**src/rtl/hazard_pkg.sv**
```systemverilog
// Shared types and constants for the pipeline hazard controller.
package hazard_pkg;

  typedef enum logic [1:0] {
    FWD_REG = 2'b00,
    FWD_W   = 2'b01,
    FWD_M   = 2'b10
  } fwd_sel_t;

  typedef enum logic {
    IDLE = 1'b0,
    BUSY = 1'b1
  } hz_state_t;

  localparam logic [1:0]  RESULT_SRC_LOAD = 2'b01;
  localparam int unsigned CNT_W           = 4;

endpackage

```
**src/rtl/fwd_sel.sv**
```systemverilog
// Operand forwarding select for one execute-stage source register.
// The memory stage wins over writeback; x0 never forwards.
module fwd_sel
  import hazard_pkg::*;
(
  input  logic [4:0] rs,
  input  logic [4:0] rd_m,
  input  logic [4:0] rd_w,
  input  logic       reg_write_m,
  input  logic       reg_write_w,
  output logic [1:0] fwd
);

  always_comb begin
    fwd = FWD_REG;
    if (reg_write_m && (rd_m != 5'd0) && (rd_m == rs)) begin
      fwd = FWD_M;
    end else if (reg_write_w && (rd_w != 5'd0) && (rd_w == rs)) begin
      fwd = FWD_W;
    end
  end

endmodule

```
**src/rtl/hazard_ctrl.sv**
```systemverilog
// Pipeline hazard controller: forwarding, load-use/RAW stalls, branch flushes and
// multi-cycle MUL/DIV stall. Forwarding is enabled by defining HAZARD_FORWARDING_EN.
module hazard_ctrl
  import hazard_pkg::*;
#(
  parameter int unsigned MULDIV_CYCLES = 4
) (
  input  logic       clk,
  input  logic       rst,
  input  logic [4:0] Rs1D,
  input  logic [4:0] Rs2D,
  input  logic [4:0] Rs1E,
  input  logic [4:0] Rs2E,
  input  logic [4:0] RDE,
  input  logic [4:0] RDM,
  input  logic [4:0] RDW,
  input  logic       RegWriteE,
  input  logic       RegWriteM,
  input  logic       RegWriteW,
  input  logic [1:0] ResultSrcE,
  input  logic       PCSrcE,
  input  logic       MulDivStartE,
  output logic       StallF,
  output logic       StallD,
  output logic       StallE,
  output logic       FlushD,
  output logic       FlushE,
  output logic       FlushM,
  output logic [1:0] ForwardAE,
  output logic [1:0] ForwardBE,
  output logic       MulDivBusy
);

  localparam logic [CNT_W-1:0] CntLoad = CNT_W'(MULDIV_CYCLES - 2);

  hz_state_t        state_q, state_d;
  logic [CNT_W-1:0] cnt_q, cnt_d;
  logic             data_hz;
  logic [1:0]       fwd_a, fwd_b;

`ifdef HAZARD_FORWARDING_EN
  fwd_sel u_fwd_a (
    .rs          (Rs1E),
    .rd_m        (RDM),
    .rd_w        (RDW),
    .reg_write_m (RegWriteM),
    .reg_write_w (RegWriteW),
    .fwd         (fwd_a)
  );

  fwd_sel u_fwd_b (
    .rs          (Rs2E),
    .rd_m        (RDM),
    .rd_w        (RDW),
    .reg_write_m (RegWriteM),
    .reg_write_w (RegWriteW),
    .fwd         (fwd_b)
  );

  assign data_hz = (ResultSrcE == RESULT_SRC_LOAD) && (RDE != 5'd0) &&
                   ((RDE == Rs1D) || (RDE == Rs2D));

  logic unused_fwd;
  assign unused_fwd = RegWriteE;
`else
  assign fwd_a = FWD_REG;
  assign fwd_b = FWD_REG;

  // Without forwarding, any in-flight E/M producer stalls; W relies on write-first regfile.
  assign data_hz = ((Rs1D != 5'd0) && ((RegWriteE && (RDE == Rs1D)) ||
                                       (RegWriteM && (RDM == Rs1D)))) ||
                   ((Rs2D != 5'd0) && ((RegWriteE && (RDE == Rs2D)) ||
                                       (RegWriteM && (RDM == Rs2D))));

  logic unused_fwd;
  assign unused_fwd = ^{Rs1E, Rs2E, RDW, RegWriteW, ResultSrcE};
`endif

  always_ff @(posedge clk) begin
    if (rst) begin
      state_q <= IDLE;
      cnt_q   <= '0;
    end else begin
      state_q <= state_d;
      cnt_q   <= cnt_d;
    end
  end

  // The start cycle is the first stall cycle, so BUSY lasts MULDIV_CYCLES-2 cycles;
  // with a load value of 0 the start cycle alone covers the latency.
  always_comb begin
    state_d = state_q;
    cnt_d   = cnt_q;
    unique case (state_q)
      IDLE: begin
        if (MulDivStartE && !PCSrcE && (CntLoad != '0)) begin
          state_d = BUSY;
          cnt_d   = CntLoad;
        end
      end
      BUSY: begin
        if (cnt_q <= CNT_W'(1)) begin
          state_d = IDLE;
          cnt_d   = '0;
        end else begin
          cnt_d = cnt_q - CNT_W'(1);
        end
      end
      default: begin
        state_d = IDLE;
        cnt_d   = '0;
      end
    endcase
  end

  always_comb begin
    logic idle, flush, md_stall, lu_stall;
    idle     = (state_q == IDLE);
    flush    = idle && PCSrcE;
    md_stall = (idle && MulDivStartE && !PCSrcE) || !idle;
    lu_stall = idle && !PCSrcE && data_hz;

    StallF     = 1'b0;
    StallD     = 1'b0;
    StallE     = 1'b0;
    FlushD     = 1'b0;
    FlushE     = 1'b0;
    FlushM     = 1'b0;
    MulDivBusy = 1'b0;
    ForwardAE  = FWD_REG;
    ForwardBE  = FWD_REG;
    if (!rst) begin
      StallF     = lu_stall || md_stall;
      StallD     = lu_stall || md_stall;
      StallE     = md_stall;
      FlushD     = flush;
      FlushE     = flush || lu_stall;
      FlushM     = md_stall;
      MulDivBusy = md_stall;
      ForwardAE  = fwd_a;
      ForwardBE  = fwd_b;
    end
  end

endmodule
```
**config.mk**
```make
export PLATFORM = sky130hd
export DESIGN_NAME = hazard_ctrl
export DESIGN_NICKNAME = d
export VERILOG_FILES = /design/src/rtl/hazard_pkg.sv /design/src/rtl/fwd_sel.sv /design/src/rtl/hazard_ctrl.sv
export SDC_FILE = /design/constraint.sdc
export NUM_CORES = 1
export LEC_CHECK = 0
export CAP_MARGIN = 20
export CORE_MARGIN = 3
export CORE_UTILIZATION = 45
export DETAILED_ROUTE_END_ITERATION = 10
export DONT_BUFFER_PORTS = 1
export SETUP_SLACK_MARGIN = 0.4
export SLEW_MARGIN = 5
export SYNTH_ARGS = -nofsm -noshare
export SYNTH_HDL_FRONTEND = slang
export SYNTH_SLANG_ARGS = --single-unit
export TNS_END_PERCENT = 1
```
**constraint.sdc**
```tcl
create_clock -name clk -period 2.8 [get_ports clk]
set_input_delay 0.56 -clock clk [delete_from_list [all_inputs] [get_ports clk]]
set_output_delay 0.56 -clock clk [all_outputs]
set_load 0.02 [all_outputs]
```
==> results.json, run 1 <==
{
  "status": "complete, no violations",
  "grt_use_met2": 0.2216,
  "synthCells": 81,
  "row_count": 12,
  "cp.required_ns": 2.24,
  "rsz0062_at_grt": "false",
  "yosysTopAreaCell": "xnor2_1",
  "postCtsHoldBufs": 0,
  "place.gp.congestion": 0.8118,
  "yosysWarnings": 0,
  "ys.flop_type": "dfxtp_1",
  "cp_max_fo": 2,
  "wl_per_cell_um": 14.08,
  "port_buffers": 0,
  "synth_seq_cells": 5,
  "timing.rr.end": "cnt_q[1]$_SDFFE_PP0P_",
  "synth-edff-count": 0,
  "ios": 55,
  "drive_gt1_frac": 0.1013,
  "synth_area_um2": 615.6,
  "initial_core_util": 0.5190,
  "die_h_um": 42.99,
  "ys_types": 25,
  "crit_type": "input pin to primary output",
  "cts_max_level": 1,
  "final_cells": 93,
  "fin_crit_sh": 0.8152,
  "place_inst": 89,
  "setup_viol": 0,
  "ys_top_cells_by_area": "xnor2_1 (28%), dfxtp_1 (16%), buf_4 (8.5%)",
  "grt_pass1_wl_mm": 1.980,
  "synth-async-reset-ratio": 0,
  "use_met3": 0.05508,
  "hp-start": "rst",
  "grt_antenna_before_repair": 0,
  "path_clk_slew_ns": 0.04,
  "min_to": "cnt_q[3]$_SDFFE_PP0P_",
  "min_path_type": "input pin to register",
  "cts_made_buffers": 3,
  "fin_skew_ns": 0.0003652,
  "cap_violations": 0,
  "wl_mm": 1.309,
  "start_kind": "input pin",
  "reg2reg_depth": 5,
  "num_vias": 529,
  "final_net_count": 126,
  "final_antenna_net_count": 0,
  "yosysSeqAreaShare": 0.1626,
  "hold_depth": 1,
  "final_max_slew_viol_count": 0,
  "finalPower_mw": 0.2465,
  "grt_overflow": 0,
  "hold_violations": 0,
  "multi_input_area_um2": 459.2,
  "worstMarginPinSlew_ns": 0.6471,
  "r2r-start": "cnt_q[0]$_SDFFE_PP0P_",
  "nFillCells": 121,
  "ir_drop_mv": 0.2996,
  "max-slew-margin-rel": 0.5671,
  "clk_latency_ns": 0.24,
  "drc": 0,
  "cts_sinks": 5,
  "drt_first_pass_iters": 3,
  "root_buffer": "clkbuf_4",
  "cts_setup_buffers": 0,
  "rrSetupSlack_ns": 1.27,
  "core_um2": 1186,
  "dieArea_um2": 1848,
  "drt_iter0_drc": 17,
  "netlist.area_leader.share": 0.2846,
  "synth.avg_cell_area_um2": 7.600,
  "grt_usage": 0.1393,
  "hpwl_mm": 1.108,
  "regArea_um2": 100.1,
  "setup_tns_ns": 0,
  "max_freq_mhz": 438.1,
  "grt_pass1_vias": 478,
  "grt_start_max_net_pins": 12,
  "cts_tree": "built",
  "cp.arrival_ns": 1.72,
  "syn_to_final_growth_pct": 1.626,
  "end_kind": "primary output",
  "grt_busiest_layer": "met2",
  "vias_per_cell": 5.688,
  "met1_usage": 0.1788,
  "power_density_nw_per_um2": 394.1,
  "die_w_um": 42.99,
  "p_leak_nw": 0.1968,
  "clockBufferDepth": 2,
  "cts_resized": 0,
  "fin_crit_ns": 2.283,
  "antenna_cells": 0
}
==> metal layers <==
metal  routed length, um  share of wire
met5                   0              0
met4                   0              0
met3                 131           0.10
met2                 600           0.46
met1                 577           0.44
==> power by group <==
group	internal, mW	switching [mW]	total (mW)
Clock	0.0539	0.0296	0.0834
Combinational	0.0371	0.0437	0.0809
Sequential	0.0756	0.00664	0.0822
Total	0.167	0.0799	0.247
==> worst max-delay path, cell delays in order <==
cell and delay (ns):
xnor2_1 0.14, nand4_1 0.11, o22ai_1 0.22, a22oi_2 0.14, o41ai_4 0.55
==> how the worst max path moves through the flow <==
stage / from / endpoint / slack (ns)
after CTS: state_q$_SDFF_PP0_ / MulDivBusy / 0.48
after global placement: RDE[0] / StallF / 0.52
after detailed placement: RDE[4] / StallF / 0.52
final: RDE[0] / StallD / 0.52
after global routing: RDE[3] / StallD / 0.42
after floorplan: RDE[0] / StallF / 0.54
==> cell usage after synthesis, types with 3 or more instances <==
master,number
inv_1,5
nand2_1,7
xnor2_1,20
nor3_1,3
a21oi_1,5
o21ai_0,3
nor2_1,3
dfxtp_1,5
buf_4,7
nand4_1,4
==> cell type report <==
class,count,share of cell area
multi-input combinational,65,0.7340
sequential,5,0.1600
clock buffer,4,0.04200
inverter,5,0.03600
tap,14,0.02800
==> placed cells by master (no fill, tap or decap) <==
master / synthesis / final
clkinvlp_4: 0 / 1
clkbuf_1: 2 / 1
a22oi_2: 1 / 1
clkbuf_4: 0 / 3
xnor2_1: 20 / 20
nand2b_1: 1 / 1
nand4b_1: 1 / 1
conb_1: 1 / 4
a221oi_1: 1 / 1
nor2b_1: 1 / 1
dfxtp_1: 5 / 5
o22ai_1: 2 / 2
ha_1: 2 / 2
nand4_1: 4 / 4
inv_1: 5 / 4
nand2_1: 7 / 7
o21ai_0: 3 / 3
o41ai_4: 0 / 1
a21oi_1: 5 / 5
nor2_1: 3 / 3
nand3_1: 2 / 2
nor4_1: 1 / 1
a211oi_2: 1 / 1
nor3_1: 3 / 3
o31a_1: 1 / 1
or2_2: 1 / 1
==> metrics by stage <==
stage	cell area [um^2]	hold WS [ns]	utilization	setup slack [ns]
2_1_floorplan	638.1	0.4742	-	0.5421
3_3_place_gp	595.6	0.4964	0.5021	0.5184
3_5_place_dp	595.6	0.4998	0.5021	0.5162
4_1_cts	621.8	0.3725	0.5243	0.4818
5_1_grt	625.6	0.3699	0.5274	0.4247
6_report	625.6	0.3821	0.5274	0.5173
==> state kept, by name, indices dropped and copies added (netlist names) <==
name	count
cnt_q	4
state_q	1
==> cell families after synthesis <==
group                      after synthesis  synth area share
adders and majority gates                2           0.04064
buffers and inverters                   14            0.1281
and+or+nand+nor                         24            0.1972
other                                    1          0.006092
AOI/OAI and AO/OA                       15            0.1809
xor gates and xnor gates                20            0.2846
DFF                                      5            0.1626
No activity file was read; power rests on OpenSTA's default activity.
==> run 2: changes to the inputs <==
==> constraint.sdc (replaced) <==
create_clock -name clk -period 1.95 [get_ports clk]
set_input_delay 0.39 -clock clk [delete_from_list [all_inputs] [get_ports clk]]
set_output_delay 0.39 -clock clk [all_outputs]
set_load 0.02 [all_outputs]
==> results.json, run 2 (same netlist as run 1, synthesis figures left out) <==
{
  "final_cell_mix": "xnor2_1 (20), nand2_1 (7), inv_1 (5), a21oi_1 (5), dfxtp_1 (5)",
  "crit_type": "input pin to primary output",
  "fin_worst_hold_slack_ns": 0.2079,
  "place.gp.congestion": 0.7792,
  "wl_per_cell_um": 14.13,
  "nFillCells": 112,
  "port_buffers": 0,
  "die_w_um": 42.99,
  "finalWorstSetupSlack_ns": 0.1472,
  "vias_per_cell": 5.439,
  "slowest_delay_ns": 0.23,
  "dp_slack_ns": 0.1136,
  "drc": 0,
  "cp.required_ns": 1.56,
  "top_register": "cnt_q",
  "p_leak_nw": 0.2365,
  "grt_start_max_net_pins": 11,
  "clk_latency_ns": 0.24,
  "dieArea_um2": 1848,
  "fin_skew_ns": 0.001490,
  "status": "complete, no violations",
  "power_density_nw_per_um2": 546.9,
  "end_kind": "primary output",
  "row_count": 12,
  "cts_sinks": 5,
  "cp.arrival_ns": 1.41,
  "hold_violations": 0,
  "final_net_count": 131,
  "fin_crit_ns": 1.803,
  "rsz0062_at_grt": "true",
  "root_buffer": "clkbuf_4",
  "ios": 55,
  "grt_antenna_before_repair": 0,
  "initial_core_util": 0.5190,
  "num_vias": 533,
  "final_common_cell": "xnor2_1",
  "finalPower_mw": 0.3730,
  "largest_reg_flops": 4,
  "antenna_cells": 0,
  "core_um2": 1186,
  "ir_drop_mv": 0.4515,
  "final_cells": 98,
  "die_h_um": 42.99,
  "place_inst": 94,
  "reg_top3": "cnt_q x4, state_q x1",
  "postCtsHoldBufs": 0,
  "fin_crit_sh": 0.9245,
  "min_path_type": "input pin to register",
  "wl_mm": 1.385,
  "final_max_slew_viol_count": 0,
  "cp_max_fo": 2,
  "grt_usage": 0.1464,
  "setup_tns_ns": 0,
  "dpl-instance-area_um2": 645.6,
  "clockBufferDepth": 2,
  "drive_gt1_frac": 0.1548,
  "cap_violations": 0,
  "drt_iter0_drc": 11,
  "cts_setup_buffers": 0,
  "syn_to_final_growth_pct": 10.77,
  "cts_made_buffers": 3,
  "drt_first_pass_iters": 3,
  "start_kind": "input pin",
  "setup_viol": 0,
  "grt_pass1_wl_mm": 2.090,
  "crit_slowest_cell": "o41ai_4",
  "design_area_um2": 681.9,
  "path_clk_slew_ns": 0.04,
  "grt_overflow": 0,
  "crit_chain": "xnor2_1, nand4_1, o22ai_2, a22oi_2, o41ai_4, buf_6",
  "cts_max_level": 1,
  "hpwl_mm": 1.141,
  "final_util": 0.5749,
  "max_freq_mhz": 554.7,
  "grt_pass1_vias": 518,
  "final_antenna_net_count": 0,
  "cts_tree": "built"
}
[run 2: repair_timing]
| item | 4_1_cts | 5_1_grt |
|---|---|---|
| cloned | 0 | 0 |
| pin swaps | 4 | 1 |
| setup endpoints to repair | 6 | 8 |
| resized for setup | 2 | 0 |
[run 2: worst paths after layout]
check | end | cells past startpoint | start | slack, ns
worst max-delay path | StallF | 6 | RDE[4] | 0.15
worst min-delay path | cnt_q[3]$_SDFFE_PP0P_ | 1 | rst | 0.21
worst max register to register | cnt_q[1]$_SDFFE_PP0P_ | 5 | cnt_q[0]$_SDFFE_PP0P_ | 0.45
worst min register to register | cnt_q[0]$_SDFFE_PP0P_ | 2 | cnt_q[0]$_SDFFE_PP0P_ | 0.52
[run 2: power by group]
| group | switching, mW | leakage (nW) | internal [mW] | total, mW |
|---|---|---|---|---|
| registers | 0.00484 | 0.0408 | 0.108 | 0.113 |
| clock network | 0.0451 | 0.0150 | 0.0775 | 0.123 |
| logic | 0.0699 | 0.181 | 0.0671 | 0.137 |
| total | 0.120 | 0.236 | 0.253 | 0.373 |
[run 2: metal layers]
layer,routed length [um],global-route usage,part of all wire
met1,632,0.1899,0.46
met2,607,0.2305,0.44
met3,145,0.06356,0.10
met4,0,0.01807,0
met5,0,0,0
[run 2: area by class of cell]
class                           count  area (um^2)  share of cell area
Tap cell                           14        17.52             0.02569
Inverter                            5        18.77             0.02752
Clock buffer                        4        26.28             0.03853
Sequential cell                     5        100.1              0.1468
Timing Repair Buffer                5        53.80             0.07890
Multi-Input combinational cell     65        465.4              0.6826
[run 2: critical path, delay by kind of cell]
family,cells,cell delay (ns)
xor gates and xnor gates,1,0.14
buffers and inverters,1,0.19
and+or+nand+nor,1,0.14
AOI/OAI and AO/OA,3,0.55
==> run 3: changes to the inputs <==
--- a/config.mk
+++ b/config.mk
@@ -6,8 +6,9 @@
 export NUM_CORES = 1
 export LEC_CHECK = 0
 export CAP_MARGIN = 20
+export CORE_ASPECT_RATIO = 1.4
 export CORE_MARGIN = 3
-export CORE_UTILIZATION = 45
+export CORE_UTILIZATION = 30
 export DETAILED_ROUTE_END_ITERATION = 10
 export DONT_BUFFER_PORTS = 1
 export SETUP_SLACK_MARGIN = 0.4
==> results.json, run 3 (same netlist as run 1, synthesis figures left out) <==
{
  "power_switching_share": 0.3260,
  "num_vias": 554,
  "grt_overflow": 0,
  "grt_pass1_wl_mm": 2.014,
  "ir_drop_mv": 0.4025,
  "fin_crit_sh": 0.9190,
  "p_clk_frac": 0.328,
  "drt_iter0_drc": 3,
  "status": "complete, no violations",
  "drive_gt1_frac": 0.2024,
  "reg_top3": "cnt_q x4, state_q x1",
  "dieArea_um2": 2639,
  "die_w_um": 44.29,
  "max_freq_mhz": 558.0,
  "final_cell_mix": "xnor2_1 (17), nand2_1 (7), inv_1 (5), a21oi_1 (5), dfxtp_1 (5)",
  "cts_made_buffers": 3,
  "drc": 0,
  "grt_pass1_vias": 590,
  "wl_per_cell_um": 13.46,
  "setup_tns_ns": 0,
  "design_area_um2": 718.2,
  "grt_start_max_net_pins": 11,
  "initial_core_util": 0.3333,
  "final_common_cell": "xnor2_1",
  "dpl-instance-area_um2": 653.1,
  "crit_chain": "xnor2_2, nand4_1, o22ai_2, a22oi_2, o41ai_4, buf_6",
  "die_h_um": 59.60,
  "syn_to_final_growth_pct": 16.67,
  "pwr-share-comb": 0.376,
  "grt_antenna_before_repair": 0,
  "clk_latency_ns": 0.25,
  "cts_sinks": 5,
  "p_leak_nw": 0.2542,
  "cp.required_ns": 1.56,
  "cp.arrival_ns": 1.40,
  "drt_first_pass_iters": 2,
  "seq_power_share": 0.296,
  "setup_viol": 0,
  "start_kind": "input pin",
  "crit_buf_inv": 1,
  "power_switching_mw": 0.1247,
  "cts_tree": "built",
  "hpwl_mm": 1.165,
  "fin_crit_ns": 1.792,
  "met1_usage": 0.08727,
  "end_kind": "primary output",
  "core_um2": 1847,
  "final_antenna_net_count": 0,
  "regArea_um2": 100.1,
  "postCtsHoldBufs": 0,
  "crit_slowest_cell": "o41ai_4",
  "crit_type": "input pin to primary output",
  "use_met3": 0.02432,
  "fin_skew_ns": 0.004560,
  "power_density_nw_per_um2": 532.5,
  "cts_max_level": 1,
  "port_buffers": 0,
  "row_count": 18,
  "root_buffer": "clkbuf_4",
  "final_net_count": 131,
  "rsz0062_at_grt": "true",
  "cap_violations": 0,
  "path_clk_slew_ns": 0.05,
  "vias_per_cell": 5.327,
  "place.gp.congestion": 0.7777,
  "grt_busiest_layer": "met2",
  "crit_family": "compound AO/OA/AOI/OAI gates",
  "ios": 55,
  "hold_violations": 0,
  "largest_reg_flops": 4,
  "grt_usage": 0.1033,
  "nFillCells": 186,
  "final_max_slew_viol_count": 0,
  "intPower_mw": 0.2578,
  "cp_max_fo": 2,
  "grt_use_met2": 0.1979,
  "clockBufferDepth": 2,
  "multi_input_area_um2": 494.2,
  "slowest_delay_ns": 0.22,
  "antenna_cells": 0,
  "top_register": "cnt_q",
  "wl_mm": 1.400,
  "min_path_type": "input pin to register"
}
## run 3: cell type report
class                           count  area share
Clock buffer                        4     0.03659
Multi-Input combinational cell     65      0.6882
Sequential cell                     5      0.1394
Inverter                            5     0.02613
Tap cell                           20     0.03484
Timing Repair Buffer                5     0.07491
## run 3: power by group through the flow
stage | registers [mW] | clock network, mW | logic, mW
floorplan | 0.114 | 0 | 0.122
detailed placement | 0.115 | 0 | 0.136
CTS | 0.113 | 0.131 | 0.142
finish | 0.113 | 0.126 | 0.144
global route | 0.114 | 0.137 | 0.159
global placement | 0.115 | 0 | 0.134
## run 3: through the flow
step	util	setup WS, ns	hold slack, ns	total power [mW]	instances
after floorplan	-	0.03214	0.4742	0.2360	84
after global placement	0.3537	0.07735	0.4608	0.2486	100
after detailed placement	0.3537	0.08335	0.4622	0.2507	100
after CTS	0.3814	0.1493	0.1951	0.3857	104
after global routing	0.3889	0.08397	0.1976	0.4093	104
final	0.3889	0.1580	0.2026	0.3825	104
## run 3: repair_timing
item,4_1_cts,5_1_grt
endpoints found under the setup margin,7,10
endpoints found under the hold margin,0,0
resized for setup,4,2
setup buffers,0,0
pin swaps,3,3
## run 3: final timing paths
path                    startpoint                     to  slack (ns)  depth (start not counted)
min                            rst  cnt_q[2]$_SDFFE_PP0P_        0.20                          1
max reg2reg  cnt_q[0]$_SDFFE_PP0P_  cnt_q[1]$_SDFFE_PP0P_        0.39                          5
min reg2reg  cnt_q[0]$_SDFFE_PP0P_  cnt_q[0]$_SDFFE_PP0P_        0.51                          2
max                         RDE[0]                 StallF        0.16                          6
## run 3: per-layer routing
layer  share of wire  wire length (um)
met4           0.022                31
met2            0.52               721
met1            0.33               458
met5               0                 0
met3            0.14               189
